<file path="src/rtl/memory_bus_pkg.sv">
// Shared types for the multi-port memory bus: packet layout, packet kinds,
// requester identifiers, address and payload widths.
package memory_bus_pkg;

  localparam int BUS_ID_W  = 4;
  localparam int ADDR_W    = 32;
  localparam int PAYLOAD_W = 32;

  typedef logic [BUS_ID_W-1:0]  BusID;
  typedef logic [ADDR_W-1:0]    memory_address_t;
  typedef logic [PAYLOAD_W-1:0] bus_packet_payload_t;

  typedef enum logic [1:0] {
    bus_read_data     = 2'd0,
    bus_write_data    = 2'd1,
    bus_read_response = 2'd2
  } bus_packet_type_t;

  typedef struct packed {
    bus_packet_type_t    packet_type;
    BusID                source;
    memory_address_t     address;
    bus_packet_payload_t payload;
  } BusPacket;

endpackage

</file>
<file path="src/rtl/bus_packet_fifo.sv">
// Registered (non fall-through) packet FIFO used for every request and
// response buffer of the memory bus. Pushes are ignored when full and pops
// when empty; the head reads as zero while the FIFO is empty.
module bus_packet_fifo
  import memory_bus_pkg::*;
#(
  parameter int DEPTH = 4
) (
  input  logic     clk,
  input  logic     reset,
  input  logic     push,
  input  BusPacket push_packet,
  input  logic     pop,
  output BusPacket head,
  output logic     full,
  output logic     empty
);

  localparam int PTR_W = $clog2(DEPTH);

  BusPacket           storage [DEPTH];
  logic [PTR_W-1:0]   wr_ptr;
  logic [PTR_W-1:0]   rd_ptr;
  logic [PTR_W:0]     count;
  logic               do_push;
  logic               do_pop;

  assign full    = (count == (PTR_W+1)'(DEPTH));
  assign empty   = (count == '0);
  assign do_push = push && !full;
  assign do_pop  = pop && !empty;
  assign head    = empty ? '0 : storage[rd_ptr];

  // Packet storage is written only on an accepted push; contents need no reset
  // because the head is masked while the FIFO is empty.
  always_ff @(posedge clk) begin
    if (do_push) begin
      storage[wr_ptr] <= push_packet;
    end
  end

  // Pointers wrap naturally; count tracks occupancy, unchanged on push+pop.
  always_ff @(posedge clk or posedge reset) begin
    if (reset) begin
      wr_ptr <= '0;
      rd_ptr <= '0;
      count  <= '0;
    end else begin
      if (do_push) wr_ptr <= wr_ptr + PTR_W'(1);
      if (do_pop)  rd_ptr <= rd_ptr + PTR_W'(1);
      case ({do_push, do_pop})
        2'b10:   count <= count + (PTR_W+1)'(1);
        2'b01:   count <= count - (PTR_W+1)'(1);
        default: count <= count;
      endcase
    end
  end

endmodule

</file>
<file path="src/rtl/multi_port_memory_bus.sv">
// N-requester memory bus: per-port request/response FIFOs, a round-robin
// arbiter with grant lock onto the memory request channel, and routing of
// memory responses by source id. Optional tracing: MEMORY_BUS_TRACE_EN.
module multi_port_memory_bus
  import memory_bus_pkg::*;
#(
  parameter int NUM_PORTS = 4,
  parameter int REQ_DEPTH = 4,
  parameter int RSP_DEPTH = 4
) (
  input  logic                 clk,
  input  logic                 reset,
  input  logic [NUM_PORTS-1:0] req_valid,
  input  BusPacket             req_packet [NUM_PORTS],
  output logic [NUM_PORTS-1:0] req_ready,
  output logic [NUM_PORTS-1:0] rsp_valid,
  output BusPacket             rsp_packet [NUM_PORTS],
  input  logic [NUM_PORTS-1:0] rsp_ready,
  output logic                 mem_req_valid,
  output BusPacket             mem_req_packet,
  input  logic                 mem_req_ready,
  input  logic                 mem_rsp_valid,
  input  BusPacket             mem_rsp_packet,
  output logic                 mem_rsp_ready,
  output logic                 err_bad_source
);

  localparam int GRANT_W = $clog2(NUM_PORTS);

  logic [NUM_PORTS-1:0] req_full, req_empty, req_pop;
  logic [NUM_PORTS-1:0] rsp_full, rsp_empty, rsp_push;
  BusPacket             req_head [NUM_PORTS];
  logic [GRANT_W-1:0]   rr_ptr, grant, hold_grant, search_grant, cand;
  logic                 hold_valid, any_pending, mem_req_fire, rsp_dest_bad;
  BusID                 rsp_dest;
  int                   idx;

  for (genvar i = 0; i < NUM_PORTS; i++) begin : g_port
    bus_packet_fifo #(.DEPTH(REQ_DEPTH)) u_req_fifo (
      .clk         (clk),
      .reset       (reset),
      .push        (req_valid[i]),
      .push_packet (req_packet[i]),
      .pop         (req_pop[i]),
      .head        (req_head[i]),
      .full        (req_full[i]),
      .empty       (req_empty[i])
    );

    bus_packet_fifo #(.DEPTH(RSP_DEPTH)) u_rsp_fifo (
      .clk         (clk),
      .reset       (reset),
      .push        (rsp_push[i]),
      .push_packet (mem_rsp_packet),
      .pop         (rsp_ready[i]),
      .head        (rsp_packet[i]),
      .full        (rsp_full[i]),
      .empty       (rsp_empty[i])
    );
  end

  assign req_ready = ~req_full & {NUM_PORTS{~reset}};
  assign rsp_valid = ~rsp_empty;
  assign rsp_dest  = mem_rsp_packet.source;

  // Round-robin search: first non-empty request FIFO starting at rr_ptr.
  always_comb begin
    search_grant = '0;
    any_pending  = 1'b0;
    idx          = 0;
    cand         = '0;
    for (int k = 0; k < NUM_PORTS; k++) begin
      idx  = (int'(rr_ptr) + k) % NUM_PORTS;
      cand = GRANT_W'(idx);
      if (!any_pending && !req_empty[cand]) begin
        any_pending  = 1'b1;
        search_grant = cand;
      end
    end
  end

  // A stalled request keeps its grant so the memory side sees a stable packet.
  always_comb begin
    grant          = hold_valid ? hold_grant : search_grant;
    mem_req_valid  = hold_valid | any_pending;
    mem_req_packet = mem_req_valid ? req_head[grant] : '0;
    mem_req_fire   = mem_req_valid & mem_req_ready;
    req_pop        = '0;
    for (int i = 0; i < NUM_PORTS; i++) begin
      if (mem_req_fire && grant == GRANT_W'(i)) req_pop[i] = 1'b1;
    end
  end

  // Grant-lock register and round-robin pointer advance on each transfer.
  always_ff @(posedge clk or posedge reset) begin
    if (reset) begin
      rr_ptr     <= '0;
      hold_valid <= 1'b0;
      hold_grant <= '0;
    end else begin
      hold_valid <= mem_req_valid & ~mem_req_ready;
      hold_grant <= grant;
      if (mem_req_fire) begin
        rr_ptr <= (grant == GRANT_W'(NUM_PORTS-1)) ? '0 : grant + GRANT_W'(1);
      end
    end
  end

  // Route responses by source; unknown sources are always accepted and dropped.
  always_comb begin
    rsp_dest_bad  = 1'b1;
    mem_rsp_ready = 1'b1;
    rsp_push      = '0;
    for (int i = 0; i < NUM_PORTS; i++) begin
      if (rsp_dest == BusID'(i)) begin
        rsp_dest_bad  = 1'b0;
        mem_rsp_ready = ~rsp_full[i];
        rsp_push[i]   = mem_rsp_valid & ~rsp_full[i];
      end
    end
  end

  // Sticky flag for a response naming a non-existent port, cleared by reset.
  always_ff @(posedge clk or posedge reset) begin
    if (reset) begin
      err_bad_source <= 1'b0;
    end else if (mem_rsp_valid && rsp_dest_bad) begin
      err_bad_source <= 1'b1;
    end
  end

`ifdef MEMORY_BUS_TRACE_EN
  // Trace memory requests, response pushes and the first bad-source event.
  always @(posedge clk) begin
    if (!reset) begin
      if (mem_req_fire)
        $display("memory_bus: req port=%0d type=%s addr=%h",
                 grant, mem_req_packet.packet_type.name(), mem_req_packet.address);
      for (int i = 0; i < NUM_PORTS; i++) begin
        if (rsp_push[i])
          $display("memory_bus: rsp port=%0d payload=%h", i, mem_rsp_packet.payload);
      end
      if (mem_rsp_valid && rsp_dest_bad && !err_bad_source)
        $display("memory_bus: bad response source %0d", rsp_dest);
    end
  end
`else
  // Tracing disabled: no simulation output is produced.
`endif

endmodule

</file>
<file path="config.mk">
export PLATFORM = sky130hd
export DESIGN_NAME = multi_port_memory_bus
export DESIGN_NICKNAME = d
export VERILOG_FILES = /design/src/rtl/memory_bus_pkg.sv /design/src/rtl/bus_packet_fifo.sv /design/src/rtl/multi_port_memory_bus.sv
export SDC_FILE = /design/constraint.sdc
export NUM_CORES = 2
export LEC_CHECK = 0
export CAP_MARGIN = 20
export CORE_MARGIN = 4
export CORE_UTILIZATION = 50
export DETAILED_ROUTE_END_ITERATION = 8
export PLACE_DENSITY = 0.7
export SLEW_MARGIN = 20
export SYNTH_ARGS = -nofsm -noshare
export SYNTH_HDL_FRONTEND = slang
export SYNTH_SLANG_ARGS = --single-unit
</file>
<file path="constraint.sdc">
create_clock -name clk -period 3.55 [get_ports clk]
set_input_delay 0.5325 -clock clk [delete_from_list [all_inputs] [get_ports clk]]
set_output_delay 0.5325 -clock clk [all_outputs]
set_load 0.005 [all_outputs]
</file>
==> qor.csv <==
stage,metric,value,unit
placed_design,pre-CTS setup slack,-0.0468,ns
floorplan,die outline height,428,um
floorplan,Core Region,0.175,mm2
layout,area of the multi-input gates,0.0193,mm2
placed_design,port bufs,722,
setup_path,crit path DAT,3.49,ns
synthesis,simple-gate area share of the yosys netlist,3.15,%
sta,worst relative slew slack,39.8,%
layout,final core utilization,62.8,%
power_and_ir_drop,register share of total power,37.4,%
sta,crit path time final,4.03,ns
power_and_ir_drop,Internal,0.0635,W
synthesis,Yosys cell types,50,
synthesis,"Async S/R FF share, synth",2.69,%
grt,vias in the first global route,46300,
layout,Filler cells,11800,
detailed_routing,vias after detailed routing,45300,
clock_network,CTS H-tree depth,4,
outcome,failing checks,negative setup slack,
synthesis,number of synthesized register bits,2302,
sta,Worst Tran Pin Value,0.900,ns
clock_network,CTS tree,yes,
layout,register area,0.0689,mm2
grt,GRT Total Usage,25.4,%
synthesis,Synth Area per Inst,22.2,um2
setup_path,required time of the critical path,3.02,ns
detailed_routing,Antenna Nets Post-Route,0,
grt,first-pass GRT wire length,337000,um
synthesis,"top cells by count, synth","edfxtp_1, mux4_2, and2_1, clkbuf_1, a21oi_1",
sta,fin. max-slew vios,0,
layout,area grow syn2layout,24.4,%
synthesis,Synth Area in XOR/XNOR,0.477,%
floorplan,std cell rows,153,
synthesis,Syn. warnings,0,
min_path,Hold Path Class,in2async,
power_and_ir_drop,Comb power frac,37.9,%
detailed_routing,vias per cell,5.99,
synthesis,net count after synthesis,4379,
detailed_routing,remaining routing DRC violations,0,
power_and_ir_drop,clock share of power,24.7,%
layout,Nets,5415,
clock_network,CTS Sinks,2302,
synthesis,Post-synth EDFFs,2240,
clock_network,clk_lat worst skew,0.86,ns
synthesis,Syn Std Cell Area,0.0881,mm2
detailed_routing,first-pass iteration count of the detailed router,5,
layout,layout cells sized above 1,29.0,%
clock_network,clk buf depth,3,
setup_path,Setup crit start kind,flop,
sta,final hold violation count,0,
setup_path,crit path kind,reg2out,
run,# Max-Cap Violations,0,
floorplan,Top Ports,723,
grt,initial antenna violation count,54,
synthesis,dominant cells by area after synthesis,"edfxtp_1, mux4_2, and2_1, dfrtp_1, clkbuf_1",
floorplan,die width,428,um
sta,post-route setup slack,-0.476,ns
grt,maximum number of pins on one net before global-route repair,73,
synthesis,top-area cell type share of the netlist area,76.3,%
synthesis,"count leader, synth",edfxtp_1,
clock_network,clk slew on worst S/H paths,0.06,ns
floorplan,Die ar.,0.183,mm2
synthesis,Main synth FF type,edfxtp_1,
synthesis,largest family of logic cells by synthesized area,multiplexers,
floorplan,Initial Util,50.5,%
outcome,outcome,finished with violations,
placed_design,Final GP Congestion,0.818,
clock_network,Root Buffer,clkbuf_16,
sta,fin crit share,113,%
sta,Clock Skew,0.0315,ns
power_and_ir_drop,Power per Cell Area,845,mW/mm2
placed_design,hpwl dp,148000,um
synthesis,leading area contributor after synthesis,edfxtp_1,
detailed_routing,DR WL/cell,31.0,um
detailed_routing,Detailed Route Iter0 Violations,4971,
synthesis,mux contribution to synthesized area,14.4,%
sta,RSZ-0062 raised after global routing,true,
clock_network,hold buffers post-CTS,0,
clock_network,total CTS buffers,223,
power_and_ir_drop,LEAKAGE,35.8,nW
setup_path,Crit Path Max Fanout,7,
sta,final setup vio count,72,
setup_path,Setup crit end kind,primary output,
grt,gr ovfl total,0,
detailed_routing,DRT Wirelength,234000,um
synthesis,post-synthesis adder-cell area fraction,0.764,%
sta,fmax,248,MHz
synthesis,"Seq/Total Area, Yosys",78.1,%
synthesis,compound-cell area share of the yosys netlist,1.88,%
synthesis,Post-Syn Instances,3968,
power_and_ir_drop,Sw Ratio,31.4,%
power_and_ir_drop,switching power,0.0292,W
power_and_ir_drop,Worst VDD drop,0.607,mV
-- final cells by class --
cell class	instances	share of cell area, %
Antenna cell	40	0.0913
Clock buffer	268	5.35
Clock inverter	146	1.11
Inverter	55	0.193
Multi-Input combinational cell	1389	17.6
Sequential cell	2302	62.8
Tap cell	2325	2.65
Timing Repair Buffer	1033	10.2
-- flip-flops by register name, summed over array words and instances (netlist names) --
signal                     flops
err_bad_source                 1
g_port.u_req_fifo.count       12
g_port.u_req_fifo.rd_ptr       8
g_port.u_req_fifo.storage   1120
g_port.u_req_fifo.wr_ptr       8
g_port.u_rsp_fifo.count       12
g_port.u_rsp_fifo.rd_ptr       8
g_port.u_rsp_fifo.storage   1120
g_port.u_rsp_fifo.wr_ptr       8
hold_grant                     2
hold_valid                     1
rr_ptr                         2
-- cells by family after synthesis --
| logic type | after synthesis |
|---|---|
| compound gates | 249 |
| xor+xnor | 48 |
| fa+ha+maj | 49 |
| buf+inv | 277 |
| flops | 2302 |
| mux | 568 |
| simple gates | 475 |
-- placed cells by master (no fill, tap or decap), types with 36 or more instances in the layout --
cell,instances
buf_4,163
clkinv_2,44
clkbuf_1,38
ha_1,40
dfrtp_1,41
edfxtp_1,2240
clkdlybuf4s50_1,640
buf_2,55
a221oi_2,36
inv_1,52
and2_1,280
a21oi_2,67
mux4_2,560
clkinv_1,62
a31oi_1,62
buf_12,104
clkbuf_16,233
nand3_2,37
diode_2,40
-- final timing paths --
path / from / to / slack, ns / cells after the start
setup / recovery: rr_ptr[1]$_DFFE_PP0N_ / mem_req_packet[13] / -0.48 / 12
hold / removal: reset / g_port[3].u_req_fifo.count[0]$_DFFE_PP0P_ / 0.27 / 2
setup reg to reg: rr_ptr[1]$_DFFE_PP0N_ / g_port[3].u_req_fifo.count[1]$_DFFE_PP0P_ / -0.10 / 17
hold reg to reg: g_port[1].u_rsp_fifo.count[0]$_DFFE_PP0P_ / g_port[1].u_rsp_fifo.count[0]$_DFFE_PP0P_ / 0.50 / 1
max in group asynchronous: reset / g_port[3].u_rsp_fifo.rd_ptr[1]$_DFFE_PP0P_ / 2.58 / 3
min in group clk: req_packet[97] / g_port[2].u_req_fifo.storage[2][27]$_DFFE_PP_ / 0.30 / 1
-- per-layer routing --
layer / share of wire (%) / up-vias / track usage (%)
met5: 0.12 / - / 0
met4: 3.6 / 44 / 9.05
met3: 8.7 / 432 / 6.39
met2: 51 / 2183 / 42.6
met1: 36 / 23900 / 32.4
li1: - / 18700 / -
-- per-stage QoR --
stage                     setup TNS [ns]  hold WS, ns  cell area [um2]  cells  total power (W)
after CTS                         -30.60        0.215           109000   7496           0.0927
after detailed placement         -0.0468        0.487           100000   7006           0.0672
after global routing              -33.97        0.262           110000   7535           0.0964
final                             -25.60        0.275           110000   7558           0.0927
after global placement          -0.00118        0.476           100000   7006           0.0670
after floorplan                        0        0.455            88100   3968           0.0506
-- power by group through the flow --
stage	Sequential (W)	Clock (W)	Combinational (W)
6_report	0.0347	0.0229	0.0351
5_1_grt	0.0349	0.0245	0.0369
4_1_cts	0.0347	0.0232	0.0347
3_3_place_gp	0.0353	0	0.0317
3_5_place_dp	0.0355	0	0.0317
2_1_floorplan	0.0345	0	0.0162
-- worst max-delay path: stages, from the launching register on --
cell	delay, ns
dfrtp_2	0.45
or4_4	0.55
a2111oi_4	0.36
o22ai_2	0.16
o21ai_4	0.09
buf_12	0.16
buf_12	0.13
buf_8	0.10
buf_6	0.11
buf_6	0.10
nand3_2	0.07
a21oi_2	0.21
buf_2	0.14
-- repair_timing --
action / 4_1_cts / 5_1_grt
endpoints found under the setup margin: 263 / 125
buffers inserted: 65 / 25
cloned: 12 / 6
pin swaps: 39 / 68
gates resized for setup: 353 / 168
No activity file was read; power rests on OpenSTA's default activity.
